**config.mk**
```make
export PLATFORM = sky130hd
export DESIGN_NAME = mem_arbiter
export DESIGN_NICKNAME = d
export VERILOG_FILES = /design/src/rtl/risky_pkg.sv /design/src/rtl/mem_be_check.sv /design/src/rtl/mem_arbiter.sv
export SDC_FILE = /design/constraint.sdc
export NUM_CORES = 1
export LEC_CHECK = 0
export BUFFER_PORTS_ARGS = -buffer_cell sky130_fd_sc_hd__buf_2
export CORE_ASPECT_RATIO = 0.8
export CORE_UTILIZATION = 30
export CTS_BUF_LIST = sky130_fd_sc_hd__clkbuf_4 sky130_fd_sc_hd__clkbuf_8
export DETAILED_ROUTE_END_ITERATION = 6
export GPL_ROUTABILITY_DRIVEN = 0
export SLEW_MARGIN = 20
export SYNTH_ARGS = -nofsm -noshare
export SYNTH_HDL_FRONTEND = slang
export SYNTH_SLANG_ARGS = --single-unit
```
**constraint.sdc**
```tcl
create_clock -name clk -period 5 [get_ports clk]
set_input_delay 0.25 -clock clk [delete_from_list [all_inputs] [get_ports clk]]
set_output_delay 0.25 -clock clk [all_outputs]
set_load 0.01 [all_outputs]
```
**src/rtl/risky_pkg.sv**
```systemverilog
// Shared types and constants for the unified memory port arbiter and
// the byte-enable legality check.
package risky_pkg;

    localparam int MEM_ADDR_W = 32;

    typedef enum logic [1:0] {
        IDLE    = 2'd0,
        BUSY_IF = 2'd1,
        BUSY_D  = 2'd2,
        ERR     = 2'd3
    } arb_state_t;

    localparam logic [3:0] BE_BYTE0 = 4'b0001;
    localparam logic [3:0] BE_BYTE1 = 4'b0010;
    localparam logic [3:0] BE_BYTE2 = 4'b0100;
    localparam logic [3:0] BE_BYTE3 = 4'b1000;
    localparam logic [3:0] BE_HALF0 = 4'b0011;
    localparam logic [3:0] BE_HALF1 = 4'b1100;
    localparam logic [3:0] BE_WORD  = 4'b1111;

    // Low two address bits are never used; lanes come from the byte enables.
    function automatic logic [MEM_ADDR_W-1:0] word_align(input logic [MEM_ADDR_W-1:0] addr);
        return addr & 32'hFFFF_FFFC;
    endfunction

endpackage

```
**src/rtl/mem_be_check.sv**
```systemverilog
// Byte-enable legality check: single bytes, aligned halves or the full word.
module mem_be_check
    import risky_pkg::*;
(
    input  logic [3:0] be,
    output logic       legal
);

    // Whitelist of naturally aligned access sizes; everything else is an error.
    always_comb begin
        legal = 1'b0;
        case (be)
            BE_BYTE0, BE_BYTE1, BE_BYTE2, BE_BYTE3,
            BE_HALF0, BE_HALF1, BE_WORD: legal = 1'b1;
            default:                     legal = 1'b0;
        endcase
    end

endmodule

```
**src/rtl/mem_arbiter.sv**
```systemverilog
// Shares one memory port between instruction fetch and data access, one
// transaction at a time, data first with a bounded fetch starvation window.
module mem_arbiter
    import risky_pkg::*;
#(
    parameter int unsigned MAX_DATA_STREAK = 4
) (
    input  logic                  clk,
    input  logic                  rst_n,
    input  logic                  if_req_i,
    input  logic [MEM_ADDR_W-1:0] if_addr_i,
    output logic                  if_gnt_o,
    output logic                  if_valid_o,
    output logic [31:0]           if_rdata_o,
    input  logic                  d_req_i,
    input  logic                  d_we_i,
    input  logic [3:0]            d_be_i,
    input  logic [MEM_ADDR_W-1:0] d_addr_i,
    input  logic [31:0]           d_wdata_i,
    output logic                  d_gnt_o,
    output logic                  d_valid_o,
    output logic [31:0]           d_rdata_o,
    output logic                  d_err_o,
    output logic                  mem_req_o,
    output logic                  mem_we_o,
    output logic [3:0]            mem_be_o,
    output logic [MEM_ADDR_W-1:0] mem_addr_o,
    output logic [31:0]           mem_wdata_o,
    input  logic                  mem_ack_i,
    input  logic [31:0]           mem_rdata_i
);

    localparam logic [3:0] STREAK_MAX = 4'(MAX_DATA_STREAK);

    arb_state_t            state_r;
    arb_state_t            state_next_s;
    logic [3:0]            streak_r;
    logic                  be_legal_s;
    logic                  grant_d_s;
    logic                  grant_if_s;
    logic                  req_r;
    logic                  we_r;
    logic [3:0]            be_r;
    logic [MEM_ADDR_W-1:0] addr_r;
    logic [31:0]           wdata_r;
    logic                  if_valid_r;
    logic [31:0]           if_rdata_r;
    logic                  d_valid_r;
    logic                  d_err_r;
    logic [31:0]           d_rdata_r;

    mem_be_check u_be_check (
        .be    (d_be_i),
        .legal (be_legal_s)
    );

    // Arbitration and next-state; grants only leave IDLE and are masked in reset.
    always_comb begin
        grant_d_s    = 1'b0;
        grant_if_s   = 1'b0;
        state_next_s = state_r;
        case (state_r)
            IDLE: begin
                if (rst_n && d_req_i && ((streak_r < STREAK_MAX) || !if_req_i)) begin
                    grant_d_s    = 1'b1;
                    state_next_s = be_legal_s ? BUSY_D : ERR;
                end else if (rst_n && if_req_i) begin
                    grant_if_s   = 1'b1;
                    state_next_s = BUSY_IF;
                end else begin
                    state_next_s = IDLE;
                end
            end
            BUSY_IF, BUSY_D: begin
                if (mem_ack_i) begin
                    state_next_s = IDLE;
                end else begin
                    state_next_s = state_r;
                end
            end
            ERR:     state_next_s = IDLE;
            default: state_next_s = IDLE;
        endcase
    end

    // FSM state register.
    always_ff @(posedge clk or negedge rst_n) begin
        if (!rst_n) begin
            state_r <= IDLE;
        end else begin
            state_r <= state_next_s;
        end
    end

    // Consecutive data grants while fetch waits; saturates at the limit.
    always_ff @(posedge clk or negedge rst_n) begin
        if (!rst_n) begin
            streak_r <= 4'd0;
        end else if (grant_if_s) begin
            streak_r <= 4'd0;
        end else if (grant_d_s) begin
            if (!if_req_i) begin
                streak_r <= 4'd0;
            end else if (streak_r >= STREAK_MAX) begin
                streak_r <= STREAK_MAX;
            end else begin
                streak_r <= streak_r + 4'd1;
            end
        end
    end

    // Transaction capture at grant; the memory port is driven from these copies.
    always_ff @(posedge clk or negedge rst_n) begin
        if (!rst_n) begin
            req_r   <= 1'b0;
            we_r    <= 1'b0;
            be_r    <= 4'd0;
            addr_r  <= '0;
            wdata_r <= 32'd0;
        end else if (grant_d_s) begin
            req_r   <= be_legal_s;
            we_r    <= d_we_i;
            be_r    <= d_be_i;
            addr_r  <= word_align(d_addr_i);
            wdata_r <= d_wdata_i;
        end else if (grant_if_s) begin
            req_r   <= 1'b1;
            we_r    <= 1'b0;
            be_r    <= BE_WORD;
            addr_r  <= word_align(if_addr_i);
            wdata_r <= 32'd0;
        end else if (req_r && mem_ack_i) begin
            req_r   <= 1'b0;
        end
    end

    // Completion pulses and held read data; errors complete without memory.
    always_ff @(posedge clk or negedge rst_n) begin
        if (!rst_n) begin
            if_valid_r <= 1'b0;
            if_rdata_r <= 32'd0;
            d_valid_r  <= 1'b0;
            d_err_r    <= 1'b0;
            d_rdata_r  <= 32'd0;
        end else begin
            if_valid_r <= 1'b0;
            d_valid_r  <= 1'b0;
            d_err_r    <= 1'b0;
            if (state_r == BUSY_IF && mem_ack_i) begin
                if_valid_r <= 1'b1;
                if_rdata_r <= mem_rdata_i;
            end
            if (state_r == BUSY_D && mem_ack_i) begin
                d_valid_r <= 1'b1;
                d_rdata_r <= we_r ? 32'd0 : mem_rdata_i;
            end else if (grant_d_s && !be_legal_s) begin
                d_valid_r <= 1'b1;
                d_err_r   <= 1'b1;
                d_rdata_r <= 32'd0;
            end
        end
    end

    assign if_gnt_o    = grant_if_s;
    assign d_gnt_o     = grant_d_s;
    assign if_valid_o  = if_valid_r;
    assign if_rdata_o  = if_rdata_r;
    assign d_valid_o   = d_valid_r;
    assign d_err_o     = d_err_r;
    assign d_rdata_o   = d_rdata_r;
    assign mem_req_o   = req_r;
    assign mem_we_o    = we_r;
    assign mem_be_o    = be_r;
    assign mem_addr_o  = addr_r;
    assign mem_wdata_o = wdata_r;

endmodule

```
## Word level (Yosys, flattened, before mapping)

Index checks and enable logic that the tools add are counted.

| word-level totals | value |
|---|---|
| word-level logic and storage cells | 75 |
| bits in registers | 143 |

| cells by class | value |
|---|---|
| add/sub/neg operators | 1 |
| reduce and logical (&&, ||, !) cells | 16 |
| magnitude comparators | 2 |
| muxes and demuxes | 33 |
| equality and inequality tests | 11 |

Operators by type and width:

| cell | count |
|---|---|
| 32-bit 2-to-1 mux | 7 |
| 4-bit 2-to-1 mux | 6 |
| 1-bit 2-to-1 mux | 17 |
| 4-bit equality test (second input constant) | 3 |
| 4-bit by 2-bit equality test with 1-bit output (second input constant) | 2 |
| 1-bit logical AND | 7 |
| 7-bit OR reduction | 1 |
| 2-bit case mux with 3 select lines | 1 |
| 4-bit by 1-bit adder with 4-bit output (second input constant) | 1 |
| 2-bit equality test (second input constant) | 2 |
| 4-bit by 1-bit equality test with 1-bit output (second input constant) | 1 |
| 4-bit by 3-bit equality test with 1-bit output (second input constant) | 1 |
| 4-bit by 3-bit greater-or-equal comparator with 1-bit output (second input constant) | 1 |
| 4-bit by 3-bit less-than comparator with 1-bit output (second input constant) | 1 |
| 2-bit 2-to-1 mux | 2 |
| 2-bit nonzero test | 2 |
| 3-bit nonzero test | 1 |
| 2-bit by 1-bit equality test with 1-bit output (second input constant) | 1 |
| 1-bit zero test | 2 |
| 2-bit zero test | 1 |
| 2-bit != test (second input constant) | 1 |
| 2-bit OR reduction | 1 |
| 1-bit logical OR | 1 |

## Depth between registers and ports, before layout

Gate-level depths: netlist of the first run.

| depth | value |
|---|---|
| depth in word-level cells | 8 |
| mapped depth | 8 |
| depth with buffers taken out | 6 |

## Hierarchy

From an unflattened synthesis of the first run, not the netlist that was laid out.

| unflattened totals | value |
|---|---|
| cells, all modules | 490 |
| area, all modules | 5895.7 um2 |

Modules (own cells, without submodules):

| module | instances | cells each | seq. area each (um2) | area each (um2) |
|---|---|---|---|---|
| mem_arbiter | 1 | 485 | 3528.4 | 5869.4 |
| mem_be_check | 1 | 5 | 0.0 | 26.3 |

## Worst setup path before layout of the first run

No wires, ideal clock.

| timing path | value |
|---|---|
| path type | register to register |
| from | register state_r[0] |
| to | register d_rdata_r[10], in the netlist d_rdata_o[10] |
| data required time | 4.864 ns |
| data arrival time | 1.453 ns |
| setup time | 0.136 ns |
| path slack | 3.411 ns |
| stages on the path, launching flop included | 9 |
| cell sequence | dfrtp_1 inv_1 ha_1 nand4_2 inv_2 and4b_1 buf_4 buf_4 o32ai_1 |

| on the way | value |
|---|---|
| cells in the longest elaborated chain, start to end | 4 |

RTL lines:

| what | line | source |
|---|---|---|
| start, declared | mem_arbiter.sv:35 | `arb_state_t state_r;` |
| start signal, assigned | mem_arbiter.sv:91 | `state_r <= state_next_s;` |
| 2-bit zero test | mem_arbiter.sv:62 | `case (state_r)` |
| 1-bit 2-to-1 mux | mem_arbiter.sv:62 |  |
| 1-bit logical AND | mem_arbiter.sv:156 | `end else if (grant_d_s && !be_legal_s) begin` |
| 2-bit nonzero test (no line) | -- |  |
| end signal, assigned | mem_arbiter.sv:155 | `d_rdata_r <= we_r ? 32'd0 : mem_rdata_i;` |
| end, declared | mem_arbiter.sv:50 | `logic [31:0] d_rdata_r;` |

Several ways; a longest one is shown, not always the timed one.
A chain may end at the register's enable or synchronous reset.

## Worst setup path after layout of the first run

| timing path | value |
|---|---|
| from | input port rst_n |
| to | register d_rdata_r[1], in the netlist d_rdata_o[1] |

| on the way | value |
|---|---|
| cells in the longest elaborated chain, start to end | 6 |

RTL lines:

| what | line | source |
|---|---|---|
| start, declared | mem_arbiter.sv:9 | `input logic rst_n,` |
| 1-bit logical AND (2 in series) | mem_arbiter.sv:64 | `if (rst_n && d_req_i && ((streak_r < STREAK_MAX) \|\| !if_req_i)) begin` |
| 1-bit 2-to-1 mux | mem_arbiter.sv:64 |  |
| 1-bit 2-to-1 mux | mem_arbiter.sv:62 |  |
| 1-bit logical AND | mem_arbiter.sv:156 |  |
| 2-bit nonzero test (no line) | -- |  |

No other way between the ends.

==> results of run 1 <==
-- area by class of cell --
cell class	instances	area [um^2]
Fill cell	1898	10800
Sequential cell	141	3530
Inverter	38	143
Multi-Input combinational cell	397	1940
Timing Repair Buffer	314	1780
Tap cell	258	323
Clock buffer	20	269
Clock inverter	12	158
-- sequential cells by signal, indices dropped and copies added, names as in the netlist --
| register | cells |
|---|---|
| mem_we_o | 1 |
| mem_be_o | 4 |
| mem_wdata_o | 32 |
| mem_req_o | 1 |
| state_r | 2 |
| mem_addr_o | 30 |
| d_valid_o | 1 |
| streak_r | 4 |
| d_err_o | 1 |
| if_valid_o | 1 |
| if_rdata_o | 32 |
| d_rdata_o | 32 |
-- power groups by stage --
stage                     clock, mW  combinational, mW  sequential [mW]
after floorplan                   0              0.654             2.14
after global placement            0               1.65             1.89
after detailed placement          0               1.67             1.90
after CTS                      1.04               1.68             1.89
after global routing           1.09               1.88             1.95
final                         0.998               1.67             1.89
-- per-layer routing --
layer / up-vias / wire (um) / GRT usage, %
met2: 223 / 7720 / 28.9
li1: 2630 / - / -
met4: 0 / 167 / 4.63
met3: 12 / 1470 / 6.53
met5: - / 0 / 0
met1: 2509 / 7450 / 20.8
-- worst max path at each step --
stage	start	to	slack [ns]	cells past startpoint
after detailed placement	rst_n	d_rdata_o[13]	2.50	6
after CTS	rst_n	d_rdata_o[1]	2.42	7
after global routing	rst_n	d_rdata_o[25]	2.21	7
final	rst_n	d_rdata_o[1]	2.44	7
after floorplan	state_r[0]	d_rdata_o[10]	3.41	8
after global placement	rst_n	d_rdata_o[14]	2.50	6
-- what timing repair did --
action                                  4_1_cts  5_1_grt
endpoints found under the setup margin        0        0
hold endpoints to repair                     85        0
hold buffers                                 37        0
-- critical path: stages --
cell and delay (ns):
sky130_fd_sc_hd__dlygate4sd3_1 0.55, sky130_fd_sc_hd__buf_6 0.41, sky130_fd_sc_hd__nand4_4 0.16, sky130_fd_sc_hd__inv_2 0.54, sky130_fd_sc_hd__and4b_1 0.29, sky130_fd_sc_hd__buf_4 0.39
sky130_fd_sc_hd__o32ai_1 0.17
-- per-stage QoR --
stage               setup slack (ns)  instances  power, mW  hold slack (ns)
finish                          2.44       1180       4.56           0.0488
detailed placement              2.50       1111       3.57            0.246
CTS                             2.42       1180       4.62           0.0127
global placement                2.50       1111       3.54            0.243
global route                    2.21       1180       4.92           0.0232
floorplan                       3.41        625       2.79          -0.0456
-- layout by cell type, fill, tap and decap left out, types with 2 or more instances in the layout --
cell,netlist,routed
sky130_fd_sc_hd__a31oi_1,31,31
sky130_fd_sc_hd__ha_1,4,4
sky130_fd_sc_hd__and2_1,2,2
sky130_fd_sc_hd__clkbuf_8,0,19
sky130_fd_sc_hd__clkinv_4,0,3
sky130_fd_sc_hd__buf_2,3,269
sky130_fd_sc_hd__a22o_1,2,2
sky130_fd_sc_hd__bufinv_16,0,3
sky130_fd_sc_hd__clkinv_2,0,3
sky130_fd_sc_hd__o32ai_1,32,32
sky130_fd_sc_hd__buf_4,6,7
sky130_fd_sc_hd__inv_1,37,37
sky130_fd_sc_hd__dlygate4sd3_1,0,37
sky130_fd_sc_hd__inv_6,0,3
sky130_fd_sc_hd__o21ai_0,39,39
sky130_fd_sc_hd__nor2_1,35,35
sky130_fd_sc_hd__nand2_1,205,203
sky130_fd_sc_hd__nand2_4,0,2
sky130_fd_sc_hd__nand3_1,34,33
sky130_fd_sc_hd__dfrtp_1,141,141
sky130_fd_sc_hd__conb_1,1,2
-- kinds of logic (layout without fill, tap and decap cells) --
logic type	count (synthesis)	after routing	share of synthesized area, %
simple gates	281	281	19.4
flops	141	141	60.9
other cells	1	2	0.0647
compound gates	110	110	12.7
buf+inv	87	384	6.09
fa+ha+maj	4	4	0.864
==> run_results.csv, run 1 <==
group,metric,value,unit
status,status,"completed",
layout,layout.nets,1051,
sta,maxSlewViolCount,0,
critical_path,crit_path_launch_type,"input pin",
sta,layout_min_cycle_time,2.56,ns
critical_path,reg2regPathDepth,7,
sta,fmax,390,MHz
synth,post_syn_instances,624,
placement,detailedPlacementHpwl,10700,um
clock_tree,ctsLongestPathBuffers,2,
synth,postSynthRegisterBits,141,
grt,overflow,0,
layout,area_growth_syn_to_layout,40.6,%
power,power_leakage,4.43,nW
clock_tree,clkLatencyLatePin,0.44,ns
floorplanning,pin_count,277,
critical_path,r2r_setup_slack,2.58,ns
floorplanning,core.rowCount,45,
sta,setup_viol,0,
grt,global_route_wire_length_before_repair,26700,um
flow_run,cap_violations,0,
synth,synthArstFlopShare,100,%
routing,first_drt_iteration_drcs,374,
sta,setup_tns,0,ns
placement,cell_area_after_placement,7340,um^2
synth,synth_area,5790,um^2
layout,post-route-cell-area,8150,um^2
layout,final_core_utilization,43.1,%
hold_path,worst_hold_path.endpoint,"mem_be_o[1]",
routing,detail_route.drc_violations,0,
hold_path,worst_hold_startpoint,"d_be_i[1]",
placement,count_of_input_and_output_buffers,270,
floorplanning,die_h,126,um
synth,synth_top_cell_by_area,"sky130_fd_sc_hd__dfrtp_1",
sta,timing.slew.headroom,35.7,%
critical_path,critical_path_required,5.29,ns
floorplanning,die_w,157,um
clock_tree,cts_repair_resize_count,0,
grt,vias_in_the_first_global_route,5381,
power,p_switching,1.72,mW
critical_path,regToRegEndpoint,"d_rdata_o[1]",
power,vdd_ir_drop_max,256,uV
power,power_frac_comb,36.6,%
layout,drive_above_1_share,34.2,%
sta,skew,0.0130,ns
floorplanning,start_util,30.6,%
routing,drt_pass1_iterations,4,
synth,synthFlopType,"sky130_fd_sc_hd__dfrtp_1",
sta,finalHoldViolations,0,
power,clockPowerShare,21.9,%
sta,tightest_slew,0.965,ns
routing,routedWlPerCell,14.2,um
clock_tree,cts-buffers-inserted,17,
hold_path,worst_hold_path.num_cells,3,
critical_path,worstPathMaxFanout,54,
critical_path,critical_path_capture_point_type,"flop",
clock_tree,clock_slew_at_the_register_clock_pins_of_the_worst_setup_and_hold_paths,0.08,ns
synth,synth.top_cells.by_count,"sky130_fd_sc_hd__nand2_1 (205), sky130_fd_sc_hd__dfrtp_1 (141), sky130_fd_sc_hd__o21ai_0 (39)",
synth,synth-edff-count,0,
clock_tree,cts_post_setup_buffers_inserted,0,
sta,finalCritPeriodShare,51.3,%
routing,residual_antenna_violating_net_count_after_detailed_routing,0,
floorplanning,coreArea,18900,um^2
routing,routed_wirelength,16800,um
synth,synth.most_common_cell,"sky130_fd_sc_hd__nand2_1",
grt,pin_count_of_the_biggest_net_entering_global_routing,98,
routing,route.vias.total,5374,
critical_path,setup.worst_path.class,"in -> reg",
synth,yosys-top-cells-area,"sky130_fd_sc_hd__dfrtp_1 (61%), sky130_fd_sc_hd__nand2_1 (13%), sky130_fd_sc_hd__o32ai_1 (4.8%)",
layout,number_of_inserted_diodes,0,
power,internal-power,2.84,mW
synth,synth.distinct_cells,28,
routing,detail_route.vias_per_cell,4.55,
synth,yosys_warnings,0,
synth,postSynthAreaPerCell,9.28,um^2
synth,proportion_of_netlist_area_held_by_the_largest_area_contributor,60.9,%
clock_tree,cts_tree,"built",
power,net_switching_fraction_of_the_power,37.7,%
power,powerDensity,560,nW/um^2
clock_tree,clkSinkCount,141,
clock_tree,htree_num_levels,4,
critical_path,reg2reg_start,"state_r[0]",
critical_path,critPathArrivalTime,2.85,ns
grt,grt_antenna_before_repair,0,
grt,grt_use_total,17.3,%
clock_tree,clk_root_buffer_cell,"sky130_fd_sc_hd__clkbuf_8",
hold_path,worstHoldPathType,"in -> reg",
floorplanning,die_outline_area,19900,um^2
sta,grt_setup_unrepaired,"no",
power,sequentialPowerShare,41.5,%
synth,sequential_cell_area_fraction_in_the_yosys_report,60.9,%
Power figures use the tool's default switching activity.
==> inputs of run 2 (changes only) <==
- clock period: 5 -> 2.4 ns (I/O delays scaled with it)
==> run_results.csv, run 2 (synthesis gave the netlist of run 1 again) <==
group,metric,value,unit
routing,detail_route.drc_violations,0,
critical_path,critPathArrivalTime,2.58,ns
sta,tightest_slew,0.608,ns
routing,detail_route.vias_per_cell,4.54,
clock_tree,cts_post_setup_buffers_inserted,0,
sta,setup_viol,0,
layout,layout.nets,1150,
layout,area_growth_syn_to_layout,57.9,%
floorplanning,start_util,30.6,%
placement,cell_area_after_placement,7410,um^2
grt,grt_use_total,18.3,%
clock_tree,clkSinkCount,141,
critical_path,setup.worst_path.class,"reg -> reg",
routing,route.vias.total,5803,
placement,detailedPlacementHpwl,10900,um
floorplanning,die_outline_area,19900,um^2
critical_path,cpPeakStageDelay,0.57,ns
hold_path,worstHoldPathType,"in -> reg",
layout,number_of_inserted_diodes,0,
routing,drt_pass1_iterations,4,
clock_tree,cts-buffers-inserted,17,
flow_run,cap_violations,0,
power,fin_total_pwr,10.0,mW
clock_tree,clkLatencyLatePin,0.44,ns
floorplanning,die_h,126,um
routing,routed_wirelength,17800,um
status,status,"completed",
floorplanning,die_w,157,um
sta,layout_min_cycle_time,2.21,ns
clock_tree,clock_slew_at_the_register_clock_pins_of_the_worst_setup_and_hold_paths,0.07,ns
placement,place.detailed.instances,1116,
power,vdd_ir_drop_max,514,uV
sta,finalCritPeriodShare,92.1,%
layout,stdcell_count,1278,
grt,global_route_wire_length_before_repair,28800,um
layout,drive_above_1_share,31.3,%
layout,most_used_cells_in_the_layout_excluding_fill_and_tap_cells,"sky130_fd_sc_hd__buf_2 (269), sky130_fd_sc_hd__nand2_1 (203), sky130_fd_sc_hd__dfrtp_1 (141)",
grt,grt_antenna_before_repair,0,
floorplanning,core.rowCount,45,
floorplanning,coreArea,18900,um^2
layout,post-route-cell-area,9150,um^2
grt,overflow,0,
sta,grt_setup_unrepaired,"no",
routing,first_drt_iteration_drcs,421,
routing,routedWlPerCell,13.9,um
sta,timing.slew.headroom,59.5,%
placement,count_of_input_and_output_buffers,270,
critical_path,critical_path_capture_point_type,"flop",
sta,maxSlewViolCount,0,
sta,fmax,452,MHz
critical_path,worst-path-buf-inv,3,
clock_tree,htree_num_levels,4,
critical_path,worstPathMaxFanout,66,
critical_path,cp_top_family,"buffers and inverters",
grt,pin_count_of_the_biggest_net_entering_global_routing,98,
power,powerDensity,1090,nW/um^2
clock_tree,clk_root_buffer_cell,"sky130_fd_sc_hd__clkbuf_8",
critical_path,crit_path_cell_trace,"inv_1 -> ha_1 -> nand3_2 -> buf_6 -> nand2_1 -> a31oi_1 -> dlygate4sd3_1",
sta,finalHoldViolations,0,
critical_path,critical_path_required,2.77,ns
sta,skew,0.0165,ns
sta,setup_tns,0,ns
clock_tree,cts_tree,"built",
layout,mostFrequentLayoutCell,"sky130_fd_sc_hd__buf_2",
critical_path,crit_path_top_delay_cell,"sky130_fd_sc_hd__dlygate4sd3_1",
critical_path,crit_path_launch_type,"flop",
floorplanning,pin_count,277,
power,power_leakage,4.84,nW
clock_tree,ctsLongestPathBuffers,2,
routing,residual_antenna_violating_net_count_after_detailed_routing,0,
grt,vias_in_the_first_global_route,5909,
run 2: cell types whose count changed in the layout (fill, tap and decap cells not counted), sizes merged:
| cell | delta |
|---|---|
| clkinvlp | +1 |
| dlygate4sd3 | +94 |
| inv | +1 |
| clkbuf | -1 |
| buf | +5 |
| clkinv | -2 |
run 2: repair_timing:
action,CTS,global route
endpoints found under the setup margin,0,31
resized for setup,0,2
hold endpoints to repair,187,0
hold buffers,131,0
run 2: worst reg2reg max path: cells and delay by family, from the launching register on:
family	cells	cell delay [ns]
buffers and inverters	3	1.06
adder cells (fa/ha/maj)	1	0.27
flip-flops	1	0.37
AO/OA/AOI/OAI	1	0.19
AND/OR/NAND/NOR	2	0.26
run 2: final cells by class:
class / count / area, um^2
repair buffers: 413 / 2800
clock buffers: 19 / 255
flip-flops and latches: 141 / 3530
fillers: 1784 / 9770
multi-input cells: 397 / 1930
clock inverters: 12 / 160
well taps: 258 / 323
inverters: 38 / 143
run 2: path summary, 6_finish.rpt:
| kind | startpoint | end | slack [ns] | cells after the start |
|---|---|---|---|---|
| setup / recovery | state_r[0] | mem_addr_o[5] | 0.19 | 7 |
| hold / removal | if_req_i | streak_r[2] | 0.04 | 2 |
| setup reg to reg | state_r[0] | mem_addr_o[5] | 0.19 | 7 |
| hold reg to reg | if_rdata_o[8] | if_rdata_o[8] | 0.48 | 2 |
| max in group asynchronous | rst_n | if_rdata_o[28] | 0.80 | 4 |
| min in group asynchronous | rst_n | mem_addr_o[15] | 0.17 | 2 |
run 2: power breakdown:
part           internal, mW  leakage, nW  switching, mW
clock                  1.08        0.211          0.965
combinational          1.85         2.84           2.17
sequential             3.41         1.79          0.534
run 2: per-layer routing:
layer  track usage (%)  vias to the layer above  wire [um]  share of wire (%)
li1                  -                     2833          -                  -
met1              22.9                     2743       8040                 45
met2              30.8                      214       8220                 46
met3              5.77                       13       1320                7.4
met4              4.28                        0        183                1.0
met5                 0                        -          0                  0
run 2: through the flow:
stage	hold slack (ns)	setup WS (ns)	utilization (%)
floorplan	-0.176	0.811	-
global placement	0.0139	0.597	39.2
detailed placement	0.0157	0.566	39.2
CTS	0.00328	0.0384	48.3
global route	0.0110	0.0255	48.4
finish	0.0436	0.189	48.4
==> inputs of run 3 (changes only) <==
- SETUP_SLACK_MARGIN: not set -> 0.2
==> run_results.csv, run 3 (synthesis gave the netlist of run 1 again) <==
group,metric,value,unit
power,powerDensity,1050,nW/um^2
clock_tree,clkLatencyLatePin,0.43,ns
critical_path,critPathArrivalTime,1.87,ns
grt,overflow,0,
floorplanning,coreArea,18900,um^2
sta,skew,0.0157,ns
power,vdd_ir_drop_max,514,uV
sta,setup_viol,0,
critical_path,reg2reg_start,"state_r[0]",
sta,fmax,502,MHz
critical_path,critical_path_required,2.28,ns
floorplanning,pin_count,277,
sta,timing.slew.headroom,50.8,%
routing,routed_wirelength,18200,um
power,power_leakage,4.84,nW
grt,vias_in_the_first_global_route,5891,
status,status,"completed",
critical_path,crit_path_launch_type,"flop",
clock_tree,cts-buffers-inserted,17,
layout,most_used_cells_in_the_layout_excluding_fill_and_tap_cells,"sky130_fd_sc_hd__buf_2 (269), sky130_fd_sc_hd__nand2_1 (203), sky130_fd_sc_hd__dfrtp_1 (141)",
placement,detailedPlacementHpwl,10900,um
routing,drt_pass1_iterations,4,
layout,layout.nets,1150,
placement,count_of_input_and_output_buffers,270,
grt,pin_count_of_the_biggest_net_entering_global_routing,98,
sta,layout_min_cycle_time,1.99,ns
critical_path,critical_path_capture_point_type,"primary output",
routing,detail_route.drc_violations,0,
clock_tree,htree_num_levels,4,
layout,final_core_utilization,48.4,%
floorplanning,start_util,30.6,%
flow_run,cap_violations,0,
clock_tree,clk_root_buffer_cell,"sky130_fd_sc_hd__clkbuf_8",
floorplanning,die_h,126,um
floorplanning,core.rowCount,45,
layout,number_of_inserted_diodes,0,
grt,grt.met2_usage,30.5,%
sta,maxSlewViolCount,0,
floorplanning,die_outline_area,19900,um^2
grt,met1_usage,23.1,%
floorplanning,die_w,157,um
power,fin_total_pwr,9.66,mW
sta,setup_tns,0,ns
layout,area_growth_syn_to_layout,58.1,%
grt,global_route_wire_length_before_repair,29000,um
layout,post-route-cell-area,9160,um^2
critical_path,worstPathMaxFanout,36,
clock_tree,cts_tree,"built",
grt,globalRouteMet3Util,5.98,%
critical_path,worstSetupStartpoint,"state_r[0]",
placement,cell_area_after_placement,7410,um^2
layout,mostFrequentLayoutCell,"sky130_fd_sc_hd__buf_2",
clock_tree,clock_slew_at_the_register_clock_pins_of_the_worst_setup_and_hold_paths,0.07,ns
clock_tree,ctsLongestPathBuffers,2,
clock_tree,cts_post_setup_buffers_inserted,0,
routing,first_drt_iteration_drcs,428,
routing,detail_route.vias_per_cell,4.56,
grt,top_usage_layer,"met2",
layout,drive_above_1_share,31.4,%
clock_tree,clkSinkCount,141,
sta,tightest_slew,0.737,ns
routing,routedWlPerCell,14.2,um
grt,grt_antenna_before_repair,0,
sta,finalHoldViolations,0,
sta,finalCritPeriodShare,83.0,%
hold_path,worstHoldPathType,"in -> reg",
sta,grt_setup_unrepaired,"no",
grt,grt_use_total,18.4,%
critical_path,setup.worst_path.class,"reg -> out",
hold_path,worst_hold_startpoint,"if_req_i",
routing,residual_antenna_violating_net_count_after_detailed_routing,0,
routing,route.vias.total,5828,
run 3: cell counts in the layout (fill, tap and decap cells not counted):
Identical to the previous run, type by type.
run 3: power breakdown:
part | internal (mW) | total, mW | switching, mW
combinational | 1.55 | 3.67 | 2.12
sequential | 3.41 | 3.95 | 0.539
clock | 1.08 | 2.04 | 0.963
run 3: layer usage:
layer | wire length (um) | share of wire (%)
met4 | 238 | 1.3
met5 | 0 | 0
met2 | 8290 | 46
met1 | 8220 | 45
met3 | 1420 | 7.8
run 3: worst max-delay path, stage by stage (launching register included):
cell and delay, ns:
sky130_fd_sc_hd__dfrtp_1 0.40, sky130_fd_sc_hd__inv_1 0.09, sky130_fd_sc_hd__ha_2 0.24, sky130_fd_sc_hd__and3_1 0.21
sky130_fd_sc_hd__buf_12 0.21, sky130_fd_sc_hd__nand2_1 0.12, sky130_fd_sc_hd__inv_1 0.06, sky130_fd_sc_hd__buf_2 0.13
run 3: repair_timing:
item                       CTS  global route
setup endpoints to repair    1             2
hold endpoints to repair   187             0
resized for setup            1             4
hold buffers               131             0
pin swaps                    0             0
cloned                       0             0
run 3: cell type report:
| class | count | area (um^2) |
|---|---|---|
| multi-input combinational | 397 | 1940 |
| sequential | 141 | 3530 |
| fill | 1745 | 9760 |
| clock inverter | 12 | 160 |
| inverter | 38 | 143 |
| tap | 258 | 323 |
| timing repair buffer | 413 | 2810 |
| clock buffer | 19 | 255 |
run 3: per-stage QoR:
step / setup slack, ns / hold slack [ns] / std cells
6_report: 0.408 / 0.0503 / 1278
5_1_grt: 0.223 / 0.0107 / 1278
4_1_cts: 0.216 / 0.00328 / 1278
3_5_place_dp: 0.566 / 0.0157 / 1116
3_3_place_gp: 0.597 / 0.0139 / 1116
2_1_floorplan: 0.811 / -0.176 / 625
run 3: path summary, 6_finish.rpt:
path	endpoint	slack, ns	cells past startpoint
worst max-delay path	if_gnt_o	0.41	7
worst min-delay path	streak_r[2]	0.05	2
worst max register to register	mem_addr_o[5]	0.64	6
worst min register to register	if_rdata_o[8]	0.48	2
max in group asynchronous	if_rdata_o[28]	0.79	4
min in group asynchronous	mem_addr_o[17]	0.17	2
